$ cat src/rtl/id_ex_operand_stage_pkg.sv
// id_ex_operand_stage_pkg: widths, ALU op codes and legality check for the ID->EX operand stage
package id_ex_operand_stage_pkg;
    localparam int XLEN = 32;
    localparam int RADDR_W = 5;
    localparam int OP_W = 4;
    localparam int CNT_W = 32;
    typedef enum logic [OP_W-1:0] {
        ALU_ADD = 4'b0000,
        ALU_SUB = 4'b0001,
        ALU_XOR = 4'b0010,
        ALU_OR  = 4'b0011
    } alu_op_t;
    function automatic logic is_legal_alu_op(input logic [OP_W-1:0] op);
        return op inside {ALU_ADD, ALU_SUB, ALU_XOR, ALU_OR};
    endfunction
endpackage

$ cat src/rtl/id_ex_operand_stage_if.sv
// id_ex_operand_stage_if: decode-side inputs, forwarding taps and ALU-side outputs of the operand stage
interface id_ex_operand_stage_if;
    import id_ex_operand_stage_pkg::*;
    logic inValid;
    logic inReady;
    logic [XLEN-1:0] pc;
    logic [XLEN-1:0] rs1Data;
    logic [XLEN-1:0] rs2Data;
    logic [XLEN-1:0] imm;
    logic [RADDR_W-1:0] rs1Addr;
    logic [RADDR_W-1:0] rs2Addr;
    logic [RADDR_W-1:0] rdAddr;
    logic opASel;
    logic opBSel;
    logic [OP_W-1:0] aluOp;
    logic regWrite;
    logic exFwdValid;
    logic [RADDR_W-1:0] exFwdRd;
    logic [XLEN-1:0] exFwdData;
    logic exIsLoad;
    logic memFwdValid;
    logic [RADDR_W-1:0] memFwdRd;
    logic [XLEN-1:0] memFwdData;
    logic flush;
    logic outValid;
    logic outReady;
    logic [XLEN-1:0] opA;
    logic [XLEN-1:0] opB;
    logic [OP_W-1:0] aluOutSel;
    logic [RADDR_W-1:0] rdOut;
    logic regWriteOut;
    logic illegalOp;
    logic [CNT_W-1:0] stallCount;
    modport master (
        output inValid, pc, rs1Data, rs2Data, imm, rs1Addr, rs2Addr, rdAddr, opASel, opBSel,
               aluOp, regWrite, exFwdValid, exFwdRd, exFwdData, exIsLoad, memFwdValid,
               memFwdRd, memFwdData, flush, outReady,
        input  inReady, outValid, opA, opB, aluOutSel, rdOut, regWriteOut, illegalOp, stallCount
    );
    modport slave (
        input  inValid, pc, rs1Data, rs2Data, imm, rs1Addr, rs2Addr, rdAddr, opASel, opBSel,
               aluOp, regWrite, exFwdValid, exFwdRd, exFwdData, exIsLoad, memFwdValid,
               memFwdRd, memFwdData, flush, outReady,
        output inReady, outValid, opA, opB, aluOutSel, rdOut, regWriteOut, illegalOp, stallCount
    );
endinterface

$ cat src/rtl/id_ex_operand_stage_fwd_mux.sv
// id_ex_operand_stage_fwd_mux: picks EX (non-load) over MEM over regfile for one source; x0 never forwards
module id_ex_operand_stage_fwd_mux
    import id_ex_operand_stage_pkg::*;
(
    input  logic [RADDR_W-1:0] rs_addr,
    input  logic [XLEN-1:0]    rs_data,
    input  logic               ex_valid,
    input  logic               ex_is_load,
    input  logic [RADDR_W-1:0] ex_rd,
    input  logic [XLEN-1:0]    ex_data,
    input  logic               mem_valid,
    input  logic [RADDR_W-1:0] mem_rd,
    input  logic [XLEN-1:0]    mem_data,
    output logic [XLEN-1:0]    value
);
    logic ex_hit, mem_hit;
    assign ex_hit = ex_valid && !ex_is_load && ex_rd == rs_addr;
    assign mem_hit = mem_valid && mem_rd == rs_addr;
    assign value = rs_addr == '0 ? rs_data : ex_hit ? ex_data : mem_hit ? mem_data : rs_data;
endmodule

$ cat src/rtl/id_ex_operand_stage.sv
// id_ex_operand_stage: ID->EX register with operand forwarding, load-use stall and flush
module id_ex_operand_stage
    import id_ex_operand_stage_pkg::*;
(
    input logic clk,
    input logic rst,
    id_ex_operand_stage_if.slave bus
);
    logic hazard, xfer, legal;
    logic [XLEN-1:0] rs1_val, rs2_val;
    id_ex_operand_stage_fwd_mux u_fwd_rs1 (
        .rs_addr(bus.rs1Addr), .rs_data(bus.rs1Data),
        .ex_valid(bus.exFwdValid), .ex_is_load(bus.exIsLoad), .ex_rd(bus.exFwdRd), .ex_data(bus.exFwdData),
        .mem_valid(bus.memFwdValid), .mem_rd(bus.memFwdRd), .mem_data(bus.memFwdData),
        .value(rs1_val)
    );
    id_ex_operand_stage_fwd_mux u_fwd_rs2 (
        .rs_addr(bus.rs2Addr), .rs_data(bus.rs2Data),
        .ex_valid(bus.exFwdValid), .ex_is_load(bus.exIsLoad), .ex_rd(bus.exFwdRd), .ex_data(bus.exFwdData),
        .mem_valid(bus.memFwdValid), .mem_rd(bus.memFwdRd), .mem_data(bus.memFwdData),
        .value(rs2_val)
    );
    // only sources actually read from the regfile can collide with a pending load
    assign hazard = bus.exIsLoad && bus.exFwdValid && bus.exFwdRd != '0 &&
                    ((!bus.opASel && bus.rs1Addr == bus.exFwdRd) || (!bus.opBSel && bus.rs2Addr == bus.exFwdRd));
    assign bus.inReady = (!bus.outValid || bus.outReady) && !hazard && !bus.flush;
    assign xfer = bus.inValid && bus.inReady;
    assign legal = is_legal_alu_op(bus.aluOp);
    always_ff @(posedge clk) begin
        if (rst) begin
            bus.outValid <= 1'b0;
            bus.opA <= '0;
            bus.opB <= '0;
            bus.aluOutSel <= '0;
            bus.rdOut <= '0;
            bus.regWriteOut <= 1'b0;
            bus.illegalOp <= 1'b0;
            bus.stallCount <= '0;
        end else begin
            if (bus.flush) begin
                bus.outValid <= 1'b0;
            end else if (xfer) begin
                bus.outValid <= 1'b1;
                bus.opA <= bus.opASel ? bus.pc : rs1_val;
                bus.opB <= bus.opBSel ? bus.imm : rs2_val;
                bus.aluOutSel <= legal ? bus.aluOp : ALU_ADD;
                bus.rdOut <= bus.rdAddr;
                bus.regWriteOut <= bus.regWrite && legal;
                bus.illegalOp <= !legal;
            end else if (bus.outReady) begin
                bus.outValid <= 1'b0;
            end
            if (bus.inValid && hazard && !bus.flush && !(&bus.stallCount))
                bus.stallCount <= bus.stallCount + CNT_W'(1);
        end
    end
endmodule

$ cat src/flat_wrapper.sv
// flat-port wrapper written by rule: the top's interface ports become plain ports
module id_ex_operand_stage_flat import id_ex_operand_stage_pkg::*;
  (clk, rst, bus_inValid, bus_pc, bus_rs1Data, bus_rs2Data, bus_imm, bus_rs1Addr, bus_rs2Addr, bus_rdAddr, bus_opASel, bus_opBSel, bus_aluOp, bus_regWrite, bus_exFwdValid, bus_exFwdRd, bus_exFwdData, bus_exIsLoad, bus_memFwdValid, bus_memFwdRd, bus_memFwdData, bus_flush, bus_outReady, bus_inReady, bus_outValid, bus_opA, bus_opB, bus_aluOutSel, bus_rdOut, bus_regWriteOut, bus_illegalOp, bus_stallCount);
  id_ex_operand_stage_if bus_i ();
  input logic clk;
  input logic rst;
  input wire logic [$bits(bus_i.inValid)-1:0] bus_inValid;
  input wire logic [$bits(bus_i.pc)-1:0] bus_pc;
  input wire logic [$bits(bus_i.rs1Data)-1:0] bus_rs1Data;
  input wire logic [$bits(bus_i.rs2Data)-1:0] bus_rs2Data;
  input wire logic [$bits(bus_i.imm)-1:0] bus_imm;
  input wire logic [$bits(bus_i.rs1Addr)-1:0] bus_rs1Addr;
  input wire logic [$bits(bus_i.rs2Addr)-1:0] bus_rs2Addr;
  input wire logic [$bits(bus_i.rdAddr)-1:0] bus_rdAddr;
  input wire logic [$bits(bus_i.opASel)-1:0] bus_opASel;
  input wire logic [$bits(bus_i.opBSel)-1:0] bus_opBSel;
  input wire logic [$bits(bus_i.aluOp)-1:0] bus_aluOp;
  input wire logic [$bits(bus_i.regWrite)-1:0] bus_regWrite;
  input wire logic [$bits(bus_i.exFwdValid)-1:0] bus_exFwdValid;
  input wire logic [$bits(bus_i.exFwdRd)-1:0] bus_exFwdRd;
  input wire logic [$bits(bus_i.exFwdData)-1:0] bus_exFwdData;
  input wire logic [$bits(bus_i.exIsLoad)-1:0] bus_exIsLoad;
  input wire logic [$bits(bus_i.memFwdValid)-1:0] bus_memFwdValid;
  input wire logic [$bits(bus_i.memFwdRd)-1:0] bus_memFwdRd;
  input wire logic [$bits(bus_i.memFwdData)-1:0] bus_memFwdData;
  input wire logic [$bits(bus_i.flush)-1:0] bus_flush;
  input wire logic [$bits(bus_i.outReady)-1:0] bus_outReady;
  output wire logic [$bits(bus_i.inReady)-1:0] bus_inReady;
  output wire logic [$bits(bus_i.outValid)-1:0] bus_outValid;
  output wire logic [$bits(bus_i.opA)-1:0] bus_opA;
  output wire logic [$bits(bus_i.opB)-1:0] bus_opB;
  output wire logic [$bits(bus_i.aluOutSel)-1:0] bus_aluOutSel;
  output wire logic [$bits(bus_i.rdOut)-1:0] bus_rdOut;
  output wire logic [$bits(bus_i.regWriteOut)-1:0] bus_regWriteOut;
  output wire logic [$bits(bus_i.illegalOp)-1:0] bus_illegalOp;
  output wire logic [$bits(bus_i.stallCount)-1:0] bus_stallCount;
  assign bus_i.inValid = bus_inValid;
  assign bus_i.pc = bus_pc;
  assign bus_i.rs1Data = bus_rs1Data;
  assign bus_i.rs2Data = bus_rs2Data;
  assign bus_i.imm = bus_imm;
  assign bus_i.rs1Addr = bus_rs1Addr;
  assign bus_i.rs2Addr = bus_rs2Addr;
  assign bus_i.rdAddr = bus_rdAddr;
  assign bus_i.opASel = bus_opASel;
  assign bus_i.opBSel = bus_opBSel;
  assign bus_i.aluOp = bus_aluOp;
  assign bus_i.regWrite = bus_regWrite;
  assign bus_i.exFwdValid = bus_exFwdValid;
  assign bus_i.exFwdRd = bus_exFwdRd;
  assign bus_i.exFwdData = bus_exFwdData;
  assign bus_i.exIsLoad = bus_exIsLoad;
  assign bus_i.memFwdValid = bus_memFwdValid;
  assign bus_i.memFwdRd = bus_memFwdRd;
  assign bus_i.memFwdData = bus_memFwdData;
  assign bus_i.flush = bus_flush;
  assign bus_i.outReady = bus_outReady;
  assign bus_inReady = bus_i.inReady;
  assign bus_outValid = bus_i.outValid;
  assign bus_opA = bus_i.opA;
  assign bus_opB = bus_i.opB;
  assign bus_aluOutSel = bus_i.aluOutSel;
  assign bus_rdOut = bus_i.rdOut;
  assign bus_regWriteOut = bus_i.regWriteOut;
  assign bus_illegalOp = bus_i.illegalOp;
  assign bus_stallCount = bus_i.stallCount;
  id_ex_operand_stage u_core (.clk(clk), .rst(rst), .bus(bus_i));
endmodule
$ cat config.mk
export PLATFORM = sky130hd
export DESIGN_NAME = id_ex_operand_stage_flat
export DESIGN_NICKNAME = d
export VERILOG_FILES = /design/src/rtl/id_ex_operand_stage_pkg.sv /design/src/rtl/id_ex_operand_stage_if.sv /design/src/rtl/id_ex_operand_stage_fwd_mux.sv /design/src/rtl/id_ex_operand_stage.sv /design/src/flat_wrapper.sv
export SDC_FILE = /design/constraint.sdc
export NUM_CORES = 1
export LEC_CHECK = 0
export ABC_CLOCK_PERIOD_IN_PS = 3000
export CAP_MARGIN = 20
export CORE_UTILIZATION = 40
export CTS_CLUSTER_SIZE = 20
export DETAILED_ROUTE_END_ITERATION = 8
export DONT_BUFFER_PORTS = 1
export GPL_ROUTABILITY_DRIVEN = 0
export MAX_ROUTING_LAYER = met4
export PLACE_DENSITY = 0.55
export SLEW_MARGIN = 20
export SYNTH_ARGS = -nofsm -noshare
export SYNTH_HDL_FRONTEND = slang
export SYNTH_HIERARCHICAL = 1
export SYNTH_SLANG_ARGS = --single-unit
$ cat constraint.sdc
create_clock -name clk -period 3 [get_ports clk]
set_clock_uncertainty 0.2 [all_clocks]
set_input_delay 0.6 -clock clk [delete_from_list [all_inputs] [get_ports clk]]
set_output_delay 0.6 -clock clk [all_outputs]
set_load 0.01 [all_outputs]
* After elaboration in Yosys (flattened, before gate mapping)
Cells that the tools add are included.
Word-level totals: flip-flop bits (word level) 108, input bits 232, word-level logic and storage cells 66
Operators by class: add/subtract/negate cells 1, equality and inequality tests 9, mux-type cells 11, bitwise gates (word level) 1, reduce and logical (&&, ||, !) cells 36
Operators by type and width (number):
- $mux 32 | 8
- $add 32x1->32 const B | 1
- $reduce_and 32->1 | 1
- $eq 5x5->1 | 6
- $logic_and 1x1->1 | 17
- $logic_not 5->1 | 2
- $eq 4x2->1 const B | 2
- $logic_not 1->1 | 8
- $reduce_bool 5->1 | 1
- $eq 4x1->1 const B | 1
- $logic_not 4->1 | 1
- $mux 4 | 1
- $reduce_bool 4->1 | 1
- $logic_or 1x1->1 | 2
- $mux 1 | 2
- $reduce_and 2->1 | 1
- $reduce_bool 2->1 | 1
- $reduce_or 2->1 | 1
- $not 1->1 | 1

* Longest topological paths before layout
Gate-level depths: netlist of run 1.
depth after elaboration 9, depth in mapped cells 9

* Hierarchy
The synthesis of run 1 kept the hierarchy.
By module, submodules not included:
- id_ex_operand_stage | times used 1, cells an instance 543, area an instance 5111.2 um2, sequential area each 2162.1 um2
- id_ex_operand_stage_fwd_mux | times used 2, cells an instance 131, area an instance 1227.4 um2, sequential area each 0.0 um2

* Least setup slack after synthesis of run 1
No wires, ideal clock.
path kind input port to flip-flop, from input bus_exFwdRd[1], to register u_core.bus.opB[5], setup time 0.146 ns, arrival 2.311 ns, slack 0.343 ns, stages 7, cells stage by stage or4_1 o211ai_2 inv_2 a211oi_4 buf_6 buf_6 a211oi_2
Between the ends: cells in the longest elaborated chain, start to end 9, elaborated cells on any way between the ends 18, those cells by class 3 x eq/ne; 3 x mux; 12 x reduce/logical
Ends and longest elaborated chain:
- start, declared | line flat_wrapper.sv:20 | input wire logic [$bits(bus_i.exFwdRd)-1:0] bus_exFwdRd;
- $eq 5x5->1 (on tied branches) | line id_ex_operand_stage.sv:25, id_ex_operand_stage_fwd_mux.sv:17
- $logic_and 1x1->1 | line id_ex_operand_stage.sv:25 | ((!bus.opASel && bus.rs1Addr == bus.exFwdRd) || (!bus.opBSel && bus.rs2Addr == bus.exFwdRd));
- $logic_or 1x1->1 | line id_ex_operand_stage.sv:25
- $logic_and 1x1->1 | line id_ex_operand_stage.sv:24 | assign hazard = bus.exIsLoad && bus.exFwdValid && bus.exFwdRd != '0 &&
- $logic_not 1->1 | line id_ex_operand_stage.sv:26 | assign bus.inReady = (!bus.outValid || bus.outReady) && !hazard && !bus.flush;
- $logic_and 1x1->1 (2 in series) | line id_ex_operand_stage.sv:26
- $logic_and 1x1->1 | line id_ex_operand_stage.sv:27 | assign xfer = bus.inValid && bus.inReady;
- $reduce_and 2->1 (no line)
- end signal, assigned | line id_ex_operand_stage.sv:45 | bus.opB <= bus.opBSel ? bus.imm : rs2_val;
- end, declared | line id_ex_operand_stage_if.sv:44 | output inReady, outValid, opA, opB, aluOutSel, rdOut, regWriteOut, illegalOp, stallCount
Parallel ways exist; a longest one is shown, timed or not. A chain may end at the register's enable or synchronous reset.

* Worst setup path in the final report of run 1
from register u_core.bus.stallCount[4], to register u_core.bus.stallCount[28]
Between the ends: cells in the longest elaborated chain, start to end 3, elaborated cells on any way between the ends 4, those cells by class 1 x add/sub; 3 x reduce/logical
Ends and longest elaborated chain:
- start, declared | line id_ex_operand_stage_if.sv:44
- start signal, assigned | line id_ex_operand_stage.sv:54 | bus.stallCount <= bus.stallCount + CNT_W'(1);
- branches (longest 3 deep; another with $add 32x1->32)
Several ways; the timed one is not identified.

==> flow_summary.yaml, run 1 <==
critical_path:
  r2r_end: "u_core/bus.stallCount[28]"
  crit_path_cell_trace: "nand4_2 > or4_1 > nor2b_1 > nand4_1 > or4_1 > nand2_1"
  required_ps: 3110
  cp-startpoint: "u_core/bus.stallCount[4]"
  path_depth: 6
  r2r-start: "u_core/bus.stallCount[4]"
  crit_path_start_kind: "flop"
  cp-end-kind: "flop"
  cp_top_family: "simple AND/OR/NAND/NOR gates"
  critPathMaxStageDelay_ps: 640
  worst_ep_arrival_time_ps: 2810
  crit_slowest_cell: "or4_1"
  crit_top_cell: "or4_1"
  timing.critical_path.fanout_max: 7
  ff2ff_setup_slack_ps: 300
  ff2ff_path_depth: 6
  critPathCapture: "u_core/bus.stallCount[28]"
  crit_buf_inv: 0
  criticalPathCategory: "reg -> reg"
timing:
  setup_ws_ps: 302
  setup_tns_ps: 0
  period_minus_slack_ps: 2700
  max_freq_mhz: 371
  setup_viol: 0
  fin_crit_sh: 0.899
  rsz0062_at_grt: "false"
  hold_viol_final: 0
  tightest_slew_ps: 639
  slew_viol_final: 0
  slew_headroom: 0.574
drt:
  route.detailed.drc: 0
  drt-wirelength-per-cell_um: 25.7
  viasPerCell: 6.34
  via_count: 6329
  drtPass1Iterations: 5
  ant_nets: 0
  routed_wl_um: 25700
  drtIter0Drc: 336
yosys:
  synth_cell_types: 43
  syn_inst: 805
  synth_most_common_cell: "mux2i_1"
  async_flop_share: 0
  synth_top_area_share: 0.286
  synthesis.area_um2: 7570
  synth_area_leader_cell: "dfxtp_1"
  synthTopCellsByCount: "mux2i_1, dfxtp_1, nor2_1"
  syn_nets: 1038
  yosysSeqAreaShare: 0.286
  synthFlopType: "dfxtp_1"
  synth.avg_cell_area_um2: 9.40
  ys_warn_count: 6
  synthTopCellsByArea: "dfxtp_1, mux2i_1, a2bb2oi_2"
  yosys_register_bits: 108
  synth_edf_count: 0
cts:
  clock_sinks: 108
  clk_pin_slew_ps: 80
  clockBufferDepth: 2
  cts_hold_buffers: 0
  htreeDepth: 3
  clockRootBuffer: "clkbuf_16"
  numCtsBuffers: 9
  clk_latency_ps: 360
  cts_setup_buffers: 0
  cts_tree: "yes"
  cts-resized-gates: 0
flow_run:
  max_cap_violations: 0
global_route:
  grt_util_met3: 0.0898
  grt_overflow_total: 0
  grt_pass1_vias: 6162
  grt_max_degree: 113
  antenna_found_initial: 0
  global_route.usage.met1: 0.282
  top_usage_layer: "met2"
  grt_pass1_wl_um: 37500
  grt_util_met2: 0.448
  grt_usage: 0.264
die:
  core-area_um2: 18300
  io_pins: 341
  start_util: 0.414
  dieArea_um2: 19500
  die_y_um: 140
  fp.dieW_um: 140
  num_rows: 49
place:
  hpwl_um: 19200
  place_ws_ps: 131
  io_buffers: 0
outcome:
  status: "completed"
final_layout:
  antenna_cells: 0
  utilization: 0.436
  fillCellCount: 1805
  areaGrowthSynthToFinish_pct: 5.32
  nets: 997
  drive_gt1_frac: 0.166
min_path:
  hp-class: "in -> reg"
  min_from: "rst"
pwr:
  power_density_nw_per_um2: 419
  worst_ir_drop_vdd_uv: 245
  p_leak_nw: 3.10
[area by class of cell]
class                      instances  area [um^2]  area share
multi-input combinational        616         4950       0.621
sequential                       108         2160       0.271
tap                              229          287      0.0360
timing repair buffer              22          228      0.0286
clock buffer                       9          225      0.0283
clock inverter                     7         92.6      0.0116
inverter                           7         26.3     0.00330
[cell families (layout without fill, tap and decap cells)]
logic type / Yosys count / after routing / share of synthesized area
AOI/OAI and AO/OA: 189 / 189 / 0.253
buffers and inverters: 81 / 45 / 0.0609
DFF: 108 / 108 / 0.286
muxes: 135 / 135 / 0.179
xor gates and xnor gates: 34 / 34 / 0.0394
and+or+nand+nor: 257 / 257 / 0.180
adders and majority gates: 1 / 1 / 0.00165
[metrics by stage]
stage	power (mW)	std cells	instance area [um^2]	hold slack, ps
floorplan	2.03	805	7570	289
global placement	2.07	982	7650	310
detailed placement	2.09	982	7650	324
CTS	3.37	998	7970	90.4
global route	3.47	998	7970	78.9
finish	3.34	998	7970	101
[power by group]
group	leakage [nW]	internal, mW	switching [mW]
Combinational	2.06	0.243	0.223
Sequential	0.883	1.50	0.0877
Clock	0.156	0.673	0.611
Total	3.10	2.42	0.922
[cell usage in the layout, fill, tap and decap left out, drive strengths merged, types with 2 or more instances in the layout]
cell type  netlist  final
mux2i          134    134
dfxtp          108    108
nor2            83     83
or3             78     78
a211oi          68     68
a2bb2oi         62     62
a21oi           26     26
xnor2           22     22
nand2           22     22
buf             32     22
o21ai           16     16
or4             15     15
nand3           15     15
xor2            12     12
nand4           11     11
inv              7     11
o31ai           10     10
clkbuf          42      9
nor2b            6      6
nor3             6      6
nand2b           4      4
and4             4      4
nor4             3      3
nor3b            2      2
and3             2      2
nand4b           2      2
or2              2      2
a21boi           2      2
o2bb2a           2      2
clkinv           0      2
[worst min path at each step]
stage | end | slack (ps) | cells past startpoint
4_1_cts | u_core/bus.stallCount[25] | 90 | 1
5_1_grt | u_core/bus.stallCount[25] | 80 | 1
6_report | u_core/bus.stallCount[23] | 100 | 1
2_1_floorplan | u_core/bus.aluOutSel[0] | 290 | 2
3_3_place_gp | u_core/bus.aluOutSel[1] | 310 | 2
3_5_place_dp | u_core/bus.aluOutSel[2] | 320 | 1
[per-layer routing]
| metal | up-vias | wire [um] |
|---|---|---|
| met5 | - | 0 |
| met4 | 0 | 716 |
| met3 | 40 | 2960 |
| met2 | 329 | 12700 |
| met1 | 3024 | 9300 |
| li1 | 2936 | - |
[state kept, by name, indices dropped and copies added, names as in the netlist]
signal                  flops
u_core/bus.outValid         1
u_core/bus.opB             32
u_core/bus.illegalOp        1
u_core/bus.opA             32
u_core/bus.aluOutSel        4
u_core/bus.rdOut            5
u_core/bus.stallCount      32
u_core/bus.regWriteOut      1
No activity file was read; power rests on OpenSTA's default activity.
==> inputs of run 2 (changes only) <==
--- a/config.mk
+++ b/config.mk
@@ -12,7 +12,6 @@
 export DETAILED_ROUTE_END_ITERATION = 8
 export DONT_BUFFER_PORTS = 1
 export GPL_ROUTABILITY_DRIVEN = 0
-export MAX_ROUTING_LAYER = met4
 export PLACE_DENSITY = 0.55
 export SLEW_MARGIN = 20
 export SYNTH_ARGS = -nofsm -noshare
==> run 2 against run 1 <==
- die area is the same
- setup slack lost 7.8 ps
- total power is essentially flat
- utilization is the same
- register-to-register slack is essentially flat
- highest routed layer unchanged
==> flow_summary.yaml, run 2 (synthesized netlist as in run 1, its figures left out) <==
outcome:
  status: "completed"
pwr:
  p_switching_uw: 920
  p_int_mw: 2.42
  swShare: 0.276
  p_leak_nw: 3.10
  pwr-share-clk: 0.384
  worst_ir_drop_vdd_uv: 244
  p_total_mw: 3.34
  power_density_nw_per_um2: 419
  pwr-share-seq: 0.476
  pwr-share-comb: 0.140
cts:
  clockBufferDepth: 2
  cts_setup_buffers: 0
  clockRootBuffer: "clkbuf_16"
  cts_tree: "yes"
  cts-resized-gates: 0
  clock_sinks: 108
  cts_hold_buffers: 0
  numCtsBuffers: 9
  clk_pin_slew_ps: 80
  clk_latency_ps: 360
  htreeDepth: 3
final_layout:
  antenna_cells: 0
  areaGrowthSynthToFinish_pct: 5.32
  nets: 997
  drive_gt1_frac: 0.166
  utilization: 0.436
  final_cell_mix: "mux2i_1, dfxtp_1, nor2_1"
  reg_top3: "u_core/bus.opA x32, u_core/bus.opB x32, u_core/bus.stallCount x32"
  final_common_cell: "mux2i_1"
global_route:
  grt_max_degree: 113
  grt_usage: 0.256
  grt_pass1_wl_um: 37500
  grt_pass1_vias: 6163
  antenna_found_initial: 0
  grt_overflow_total: 0
min_path:
  min_from: "rst"
  hold_path_end: "u_core/bus.stallCount[23]"
  min_path_cells: 1
  hp-class: "in -> reg"
drt:
  ant_nets: 0
  drtIter0Drc: 324
  via_count: 6282
  routed_wl_um: 25700
  route.detailed.drc: 0
  drt-wirelength-per-cell_um: 25.7
  drtPass1Iterations: 4
  viasPerCell: 6.29
die:
  core-area_um2: 18300
  fp.dieW_um: 140
  start_util: 0.414
  die_y_um: 140
  io_pins: 341
  num_rows: 49
  dieArea_um2: 19500
critical_path:
  cp-end-kind: "flop"
  worst_ep_arrival_time_ps: 2820
  crit_path_start_kind: "flop"
  timing.critical_path.fanout_max: 7
  r2r_end: "u_core/bus.stallCount[28]"
  required_ps: 3110
  r2r-start: "u_core/bus.stallCount[4]"
  ff2ff_setup_slack_ps: 290
  ff2ff_path_depth: 6
  criticalPathCategory: "reg -> reg"
timing:
  max_freq_mhz: 370
  setup_viol: 0
  tightest_slew_ps: 646
  rsz0062_at_grt: "false"
  slew_viol_final: 0
  hold_viol_final: 0
  setup_tns_ps: 0
  slew_headroom: 0.569
  period_minus_slack_ps: 2710
  fin_crit_sh: 0.902
place:
  io_buffers: 0
  hpwl_um: 19200
flow_run:
  max_cap_violations: 0
-- run 2: cell counts in the layout (fill, tap and decap cells not counted) --
No cell type changed its count.
-- run 2: final cells by class --
cell class | count | area (um^2)
clock buffers | 9 | 225
clock inverters | 7 | 92.6
fillers | 1805 | 10300
inverters | 7 | 26.3
multi-input cells | 616 | 4950
flip-flops and latches | 108 | 2160
well taps | 229 | 287
repair buffers | 22 | 228
-- run 2: worst max-delay path by stage --
stage / endpoint / startpoint
floorplan: u_core/bus.opB[5] / bus_exFwdRd[1]
global placement: u_core/bus.opA[5] / bus_rs1Addr[4]
detailed placement: u_core/bus.opA[5] / bus_rs1Addr[4]
CTS: u_core/bus.stallCount[28] / u_core/bus.stallCount[4]
global route: u_core/bus.stallCount[28] / u_core/bus.stallCount[4]
finish: u_core/bus.stallCount[28] / u_core/bus.stallCount[4]
-- run 2: metal layers --
metal,global-route usage,up-vias,part of all wire
li1,-,2940,-
met1,0.277,3028,0.37
met2,0.450,276,0.49
met3,0.0950,38,0.11
met4,0.102,0,0.027
met5,0,-,0
-- run 2: critical path, cell delays in order, from the launching register on --
cell and delay (ps):
dfxtp_1 490, nand4_2 220, or4_1 640, nor2b_1 190, nand4_1 300, or4_1 550
nand2_1 70
-- run 2: per-stage QoR --
step	cells	setup slack, ps	instance area [um^2]	hold WS (ps)
global route	998	114	7970	78.9
CTS	998	288	7970	90.4
global placement	982	180	7650	310
finish	998	294	7970	100
floorplan	805	343	7570	289
detailed placement	982	131	7650	324
-- run 2: power by group through the flow --
stage	Combinational [mW]	Sequential, mW	Clock [mW]
floorplan	0.433	1.60	0
detailed placement	0.463	1.62	0
global placement	0.448	1.62	0
finish	0.466	1.59	1.28
CTS	0.464	1.59	1.31
global route	0.500	1.60	1.38
